## config.mk

```make
export PLATFORM = sky130hd
export DESIGN_NAME = sub_serial_arbiter
export DESIGN_NICKNAME = d
export VERILOG_FILES = /design/src/rtl/sub_serial_arbiter.sv
export SDC_FILE = /design/constraint.sdc
export NUM_CORES = 1
export LEC_CHECK = 0
export BUFFER_PORTS_ARGS = -buffer_cell sky130_fd_sc_hd__buf_2
export CELL_PAD_IN_SITES_DETAIL_PLACEMENT = 2
export CELL_PAD_IN_SITES_GLOBAL_PLACEMENT = 2
export CORE_ASPECT_RATIO = 1.2
export CORE_MARGIN = 4
export CORE_UTILIZATION = 34
export DETAILED_ROUTE_END_ITERATION = 10
export PLACE_DENSITY_LB_ADDON = 0.1
export SLEW_MARGIN = 20
export SYNTH_ARGS = -nofsm -noshare
export SYNTH_HDL_FRONTEND = slang
export SYNTH_SLANG_ARGS = --single-unit
```

## constraint.sdc

```tcl
create_clock -name clk -period 6.9 [get_ports clk]
set_input_delay 0.345 -clock clk [delete_from_list [all_inputs] [get_ports clk]]
set_output_delay 0.345 -clock clk [all_outputs]
set_load 0.03 [all_outputs]
```

## src/rtl/sub_serial_arbiter.sv

```systemverilog
// sub_serial_arbiter: round-robin shares one byte subtractor between two requesters,
// executing a wide a-b-bin LSB-first with a registered borrow.

module fullsubtractor_8bit (
  input  logic [7:0] a,
  input  logic [7:0] b,
  input  logic       bin,
  output logic [7:0] d,
  output logic       bout
);
  logic [8:0] br;
  assign br[0] = bin;
  for (genvar i = 0; i < 8; i++) begin : g_bit
    assign d[i]    = a[i] ^ b[i] ^ br[i];
    assign br[i+1] = (~a[i] & b[i]) | (~(a[i] ^ b[i]) & br[i]);
  end
  assign bout = br[8];
endmodule

module sub_serial_arbiter #(
  parameter int NBYTES = 4
) (
  input  logic                clk,
  input  logic                rst_n,
  input  logic                req0_valid,
  output logic                req0_ready,
  input  logic [8*NBYTES-1:0] req0_a,
  input  logic [8*NBYTES-1:0] req0_b,
  input  logic                req0_bin,
  input  logic                req1_valid,
  output logic                req1_ready,
  input  logic [8*NBYTES-1:0] req1_a,
  input  logic [8*NBYTES-1:0] req1_b,
  input  logic                req1_bin,
  output logic                res_valid,
  input  logic                res_ready,
  output logic [8*NBYTES-1:0] res_d,
  output logic                res_bout,
  output logic                res_id,
  output logic                busy
);
  localparam int CW = NBYTES > 1 ? $clog2(NBYTES) : 1;
  localparam logic [1:0] IDLE = 2'd0;
  localparam logic [1:0] RUN  = 2'd1;
  localparam logic [1:0] DONE = 2'd2;

  logic [1:0]              state_q, state_d;
  logic                    last_q, last_d;
  logic [CW-1:0]           cnt_q, cnt_d;
  logic                    brw_q, brw_d;
  logic [NBYTES-1:0][7:0]  a_q, a_d, b_q, b_d, diff_q, diff_d;
  logic                    bout_q, bout_d, id_q, id_d;
  logic                    gnt0, gnt1, idle, last_byte;
  logic [7:0]              sd;
  logic                    sbout;

  fullsubtractor_8bit u_sub (
    .a    (a_q[cnt_q]),
    .b    (b_q[cnt_q]),
    .bin  (brw_q),
    .d    (sd),
    .bout (sbout)
  );

  assign idle       = state_q == IDLE;
  assign gnt0       = req0_valid & (~req1_valid | last_q);
  assign gnt1       = req1_valid & (~req0_valid | ~last_q);
  // Gated by rst_n so no ready can escape while reset is held.
  assign req0_ready = rst_n & idle & gnt0;
  assign req1_ready = rst_n & idle & gnt1;
  assign last_byte  = cnt_q == CW'(NBYTES - 1);
  assign res_valid  = state_q == DONE;
  assign res_d      = diff_q;
  assign res_bout   = bout_q;
  assign res_id     = id_q;
  assign busy       = ~idle;

  always_comb begin
    state_d = state_q;
    last_d  = last_q;
    cnt_d   = cnt_q;
    brw_d   = brw_q;
    a_d     = a_q;
    b_d     = b_q;
    diff_d  = diff_q;
    bout_d  = bout_q;
    id_d    = id_q;
    if (req0_ready | req1_ready) begin
      state_d = RUN;
      a_d     = req1_ready ? req1_a : req0_a;
      b_d     = req1_ready ? req1_b : req0_b;
      brw_d   = req1_ready ? req1_bin : req0_bin;
      id_d    = req1_ready;
      last_d  = req1_ready;
      cnt_d   = '0;
    end else if (state_q == RUN) begin
      diff_d[cnt_q] = sd;
      brw_d         = sbout;
      cnt_d         = last_byte ? '0 : cnt_q + CW'(1);
      bout_d        = last_byte ? sbout : bout_q;
      state_d       = last_byte ? DONE : RUN;
    end else if (res_valid & res_ready) begin
      state_d = IDLE;
    end
  end

  always_ff @(posedge clk or negedge rst_n) begin
    if (!rst_n) begin
      state_q <= IDLE;
      last_q  <= 1'b1;
      cnt_q   <= '0;
      brw_q   <= 1'b0;
      a_q     <= '0;
      b_q     <= '0;
      diff_q  <= '0;
      bout_q  <= 1'b0;
      id_q    <= 1'b0;
    end else begin
      state_q <= state_d;
      last_q  <= last_d;
      cnt_q   <= cnt_d;
      brw_q   <= brw_d;
      a_q     <= a_d;
      b_q     <= b_d;
      diff_q  <= diff_d;
      bout_q  <= bout_d;
      id_q    <= id_d;
    end
  end
endmodule

```

# Yosys cells after proc, flatten, opt, wreduce, memory -nomap -nowiden
# Cells that the tools add are included.
# word_totals
out_inout_bits	38
register_bits	104
input_bits	135
elab_cells	119
# classes
magnitude_cmp	2
n_eq_ne	3
n_reduce_logical	6
addsub	1
n_bitwise	70
mux	19
# op_table
cell	n
2-to-1 mux 32 bit	2
binary-select mux 8 bit (select 2 bit)	2
bitwise mux 32 bit	1
2-to-1 mux 8 bit	3
bitwise AND 1 bit	22
NOT 1 bit	21
demux 8 bit (select 2 bit)	1
XOR 1 bit	16
2-to-1 mux 2 bit	7
bitwise OR 1 bit	11
equality test 2 bit, second input constant	2
less-than comparator 2 x 3 -> 1 bit, second input constant	1
2-to-1 mux 1 bit	3
AND reduction 3 bit	1
nonzero test 3 bit	1
adder 2 x 1 -> 2 bit, second input constant	1
equality test 2 x 1 -> 1 bit, second input constant	1
greater-or-equal comparator 2 x 1 -> 1 bit, second input constant	1
zero test 2 bit	1
AND reduction 2 bit	1
nonzero test 2 bit	1
logical AND 1 bit	1

# Logic depth before layout (Yosys ltp)
# logic_depth
ltp_word	22
mapped_depth	16

# Modules after synthesis
# From an unflattened synthesis, not the netlist that was laid out.
# unflattened
cells_unflattened	544
hier_area_um2	5774.3
# by_module_without_submodules
mod	area_each_um2	cells_per_inst	n_inst	seq_area_each_um2
sub_serial_arbiter	5546.6	518	1	2603.7
fullsubtractor_8bit	227.7	26	1	0.0

# Worst setup path after synthesis
# OpenSTA, ideal clock, no wires.
# synth_path
path_kind	register -> register
start	register cnt_q[0]
end	register diff_q, in the netlist res_d[31]
stages_incl_launch_ff	13
path_buffers	2
slack_ps	2253
arrival_ps	4523
period_less_slack_ps	4647
path_cell_list	dfrtp_1 -> buf_2 -> buf_2 -> mux4_2 -> fa_1 -> fa_1 -> fa_1 -> fa_1 -> fa_1 -> fa_1 -> inv_1 -> fa_1 -> mux2_2
# synth_via
elab_chain_len	20
elab_cells_between_ends	54
# synth_lines
element	line	source
from (decl)	49	logic [CW-1:0] cnt_q, cnt_d;
from (signal assigned)	121	cnt_q <= cnt_d;
binary-select mux 8 bit (select 2 bit), on equally long branches	58, 59	
2-to-1 mux 8 bit, on equally long branches	58, 59	
XOR 1 bit	15	assign br[i+1] = (~a[i] & b[i]) | (~(a[i] ^ b[i]) & br[i]);
NOT 1 bit	15	
bitwise AND 1 bit	15	
bitwise OR 1 bit	15	
bitwise AND 1 bit	15	
bitwise OR 1 bit	15	
(+5 left out)	n/a	
bitwise OR 1 bit	15	
bitwise AND 1 bit	15	
bitwise OR 1 bit	15	
bitwise AND 1 bit	15	
bitwise OR 1 bit	15	
XOR 1 bit *	14	assign d[i] = a[i] ^ b[i] ^ br[i];
via sd[7]	54	logic [7:0] sd;
bitwise mux 32 bit *	97	diff_d[cnt_q] = sd;
to (signal assigned)	125	diff_q <= diff_d;
to (decl)	51	logic [NBYTES-1:0][7:0] a_q, a_d, b_q, b_d, diff_q, diff_d;
# The timed path passes the listed nets; every way through them passes the cells marked *. The select of a mux whose other input is x is not followed.
# A chain may end at the register's enable or synchronous reset.

# Worst setup path after layout
# layout_path
start	register cnt_q[1]
end	register diff_q, in the netlist res_d[31]
# Same word-level chain as after synthesis.

==> run_results.csv <==
group,metric,value,unit
outcome,status,"completed",
timing,timing.fmax,197.1,MHz
critical_path,arrival,5.31,ns
clocking,htreeDepth,3,
synthesis,yosysTopAreaCell,"dfrtp_1",
timing,min_period,5.074,ns
synthesis,ys_warn_count,0,
critical_path,r2r_slack,1.83,ns
layout,num_antenna_cells,0,
timing,grt_setup_unrepaired,"false",
critical_path,endpoint_kind,"register",
synthesis,synth_flop_cell,"dfrtp_1",
pwr,p_per_area,490.4,nW/µm²
grt,antenna_found_initial,0,
layout,num-fill-cells,1817,
synthesis,synth_most_common_cell,"dfrtp_1",
synthesis,synth_fa_ha_area_frac,0.03695,
critical_path,max_stage_delay,0.90,ns
layout,syn_to_final_growth,20.89,%
grt,grt_pass1_vias,5864,
placement,dp_slack,1.903,ns
clocking,cts_hold_buf,0,
critical_path,cpMaxStageDelayCell,"dfrtp_1",
synthesis,synth.top_cells.by_area,"dfrtp_1, o31ai_1, nand4_1",
grt,grtUsageTotal,0.2250,
grt,grt_max_degree,86,
synthesis,synth_enable_flop_cells,0,
clocking,root_buffer,"clkbuf_16",
synthesis,ys_types,33,
die,core_area,16340,µm²
clocking,clock_latency,0.35,ns
synthesis,syn_area,5689,µm²
detailed_routing,drc,0,
synthesis,ys_ff_latch,104,
die,fp.dieW,126.1,µm
hold_path,hp-class,"in2async",
die,io_pins,173,
timing,slew_headroom,0.3741,
detailed_routing,routedWlPerCell,23.51,µm
clocking,postCtsSetupBuffers,0,
detailed_routing,dr_wl_met2,10720,µm
clocking,cts.sinks,104,
detailed_routing,drtPass1Iterations,5,
synthesis,synth_top_family_by_area,"compound AO/OA/AOI/OAI gates",
layout,drive_gt1_frac,0.3309,
clocking,numCtsBuffers,9,
timing,report.final.slew_viol_count,0,
pwr,p_leak,2.878,nW
job,cap_violations,0,
timing,setup_tns,0,ns
synthesis,synthSimpleGateAreaFrac,0.1616,
timing,whs,0.02164,ns
die,die_h,149.7,µm
clocking,cts_tree,"built",
detailed_routing,met3_length,838,µm
timing,worst_pin_slew,0.9388,ns
clocking,clockBufferDepth,2,
timing,hold_viol,0,
synthesis,synth_area_per_cell,10.02,µm²
critical_path,cp_max_fo,20,
critical_path,crit_type,"reg2reg",
layout,nets,834,
pwr,ir_drop,0.1680,mV
detailed_routing,wirelength_met1,9363,µm
timing,layout_setup_ws,1.826,ns
synthesis,synth-xor-area-share,0,
placement,dpl.hpwl,15000,µm
die,initial_core_util,0.3483,
synthesis,ys_seq_area_frac,0.4577,
synthesis,synth_compound_area_frac,0.1920,
critical_path,cp_common_cell,"fa_1",
detailed_routing,drt-initial-drc-count,341,
detailed_routing,totalWireLength,21250,µm
synthesis,synth_top_area_share,0.4530,
detailed_routing,vias,5313,
grt,grt_first_pass_wirelength,33510,µm
synthesis,yosys-top-cells-count,"dfrtp_1, nand4_1, a31oi_1, nor3_1, o31ai_1",
die,die-area,18870,µm²
critical_path,cp_cell_sequence,"mux4_2 > inv_1 > fa_1 > inv_1 > fa_1 > fa_1 > fa_1 > fa_1 > fa_1 > fa_1 > inv_1 > fa_1 > mux2_2",
synthesis,synthCells,568,
placement,port_buffers,172,
synthesis,muxShareOfSynthArea,0.07917,
detailed_routing,via_per_inst,5.877,
synthesis,synthArstFlopShare,1.000,
timing,setup_viol,0,
synthesis,syn_nets,715,
placement,gp_congestion,0.8514,
grt,overflow,0,
critical_path,cp.required,7.14,ns
clocking,cts_resized,0,
critical_path,startpoint_type,"register",
detailed_routing,top_layer,"met4",
detailed_routing,drtAntennaViolNets,0,
timing,skew,0.01072,ns
die,row_count,51,
clocking,clkTransAtPathRegs,0.08,ns
timing,fin_crit_sh,0.7354,
==> flip-flops by register name, indices dropped and copies added, names as in the netlist <==
signal	cells
a_q	32
b_q	32
res_d	32
cnt_q	2
state_q	2
brw_q	1
last_q	1
res_bout	1
res_id	1
==> cells in the final DEF (no fill, tap or decap), types with 2 or more instances in the layout <==
master / count
inv_1: 19
a21o_1: 3
nor2_1: 2
o31ai_1: 64
mux4_2: 16
dfrtp_1: 103
fa_1: 8
nand3_1: 2
nor3_1: 64
clkinv_4: 2
clkbuf_16: 9
inv_8: 2
nand2_1: 26
o21ai_0: 29
a31oi_1: 64
mux2_2: 8
nand4_1: 65
a22o_1: 2
nand3b_1: 4
buf_4: 10
ha_1: 4
buf_2: 171
==> where the power goes <==
group	switching (W)	internal (W)	leakage (nW)
clock	0.000255	0.000290	0.150
combinational	0.00101	0.000657	1.48
sequential	0.000252	0.000912	1.25
total	0.00151	0.00186	2.88
==> critical path, delay by kind of cell, from the launching register on <==
family,cells,cell delay (ns)
buf+inv,3,0.29
mux,2,0.70
flops,1,0.90
fa+ha+maj,8,3.06
==> path summary, 6_finish.rpt <==
check / cells after the start / startpoint / end
worst max register to register: 13 / cnt_q[1] / res_d[31]
min in group clk: 2 / res_ready / state_q[1]
worst min-delay path: 1 / rst_n / state_q[1]
worst min register to register: 2 / res_d[2] / res_d[2]
max in group asynchronous: 2 / rst_n / b_q[2]
worst max-delay path: 13 / cnt_q[1] / res_d[31]
==> final cells by class <==
type                       count  area (µm²)  area share
inverter                      20       76.32     0.01110
tap                          212       265.3     0.03857
timing repair buffer         181       930.9      0.1353
clock buffer                   9       225.2     0.03275
clock inverter                 7       86.33     0.01255
multi-input combinational    371        2690      0.3911
sequential                   104        2604      0.3786
==> through the flow <==
step / std cells / area, µm² / utilization / power (W)
floorplan: 568 / 5689 / - / 0.002206
global placement: 888 / 6565 / 0.4019 / 0.002752
detailed placement: 888 / 6565 / 0.4019 / 0.002836
CTS: 904 / 6877 / 0.4210 / 0.003420
global route: 904 / 6878 / 0.4210 / 0.003610
finish: 904 / 6878 / 0.4210 / 0.003373
==> kinds of logic after synthesis <==
family | count (synthesis)
simple gates | 170
fa+ha+maj | 12
buf+inv | 93
flops | 104
mux | 24
compound gates | 165
==> routing by layer <==
| layer | vias to the layer above | track usage |
|---|---|---|
| li1 | 2448 | - |
| met1 | 2704 | 0.2988 |
| met2 | 142 | 0.3898 |
| met3 | 19 | 0.03142 |
| met4 | 0 | 0.05526 |
| met5 | - | 0 |
No activity file was read; power rests on OpenSTA's default activity.
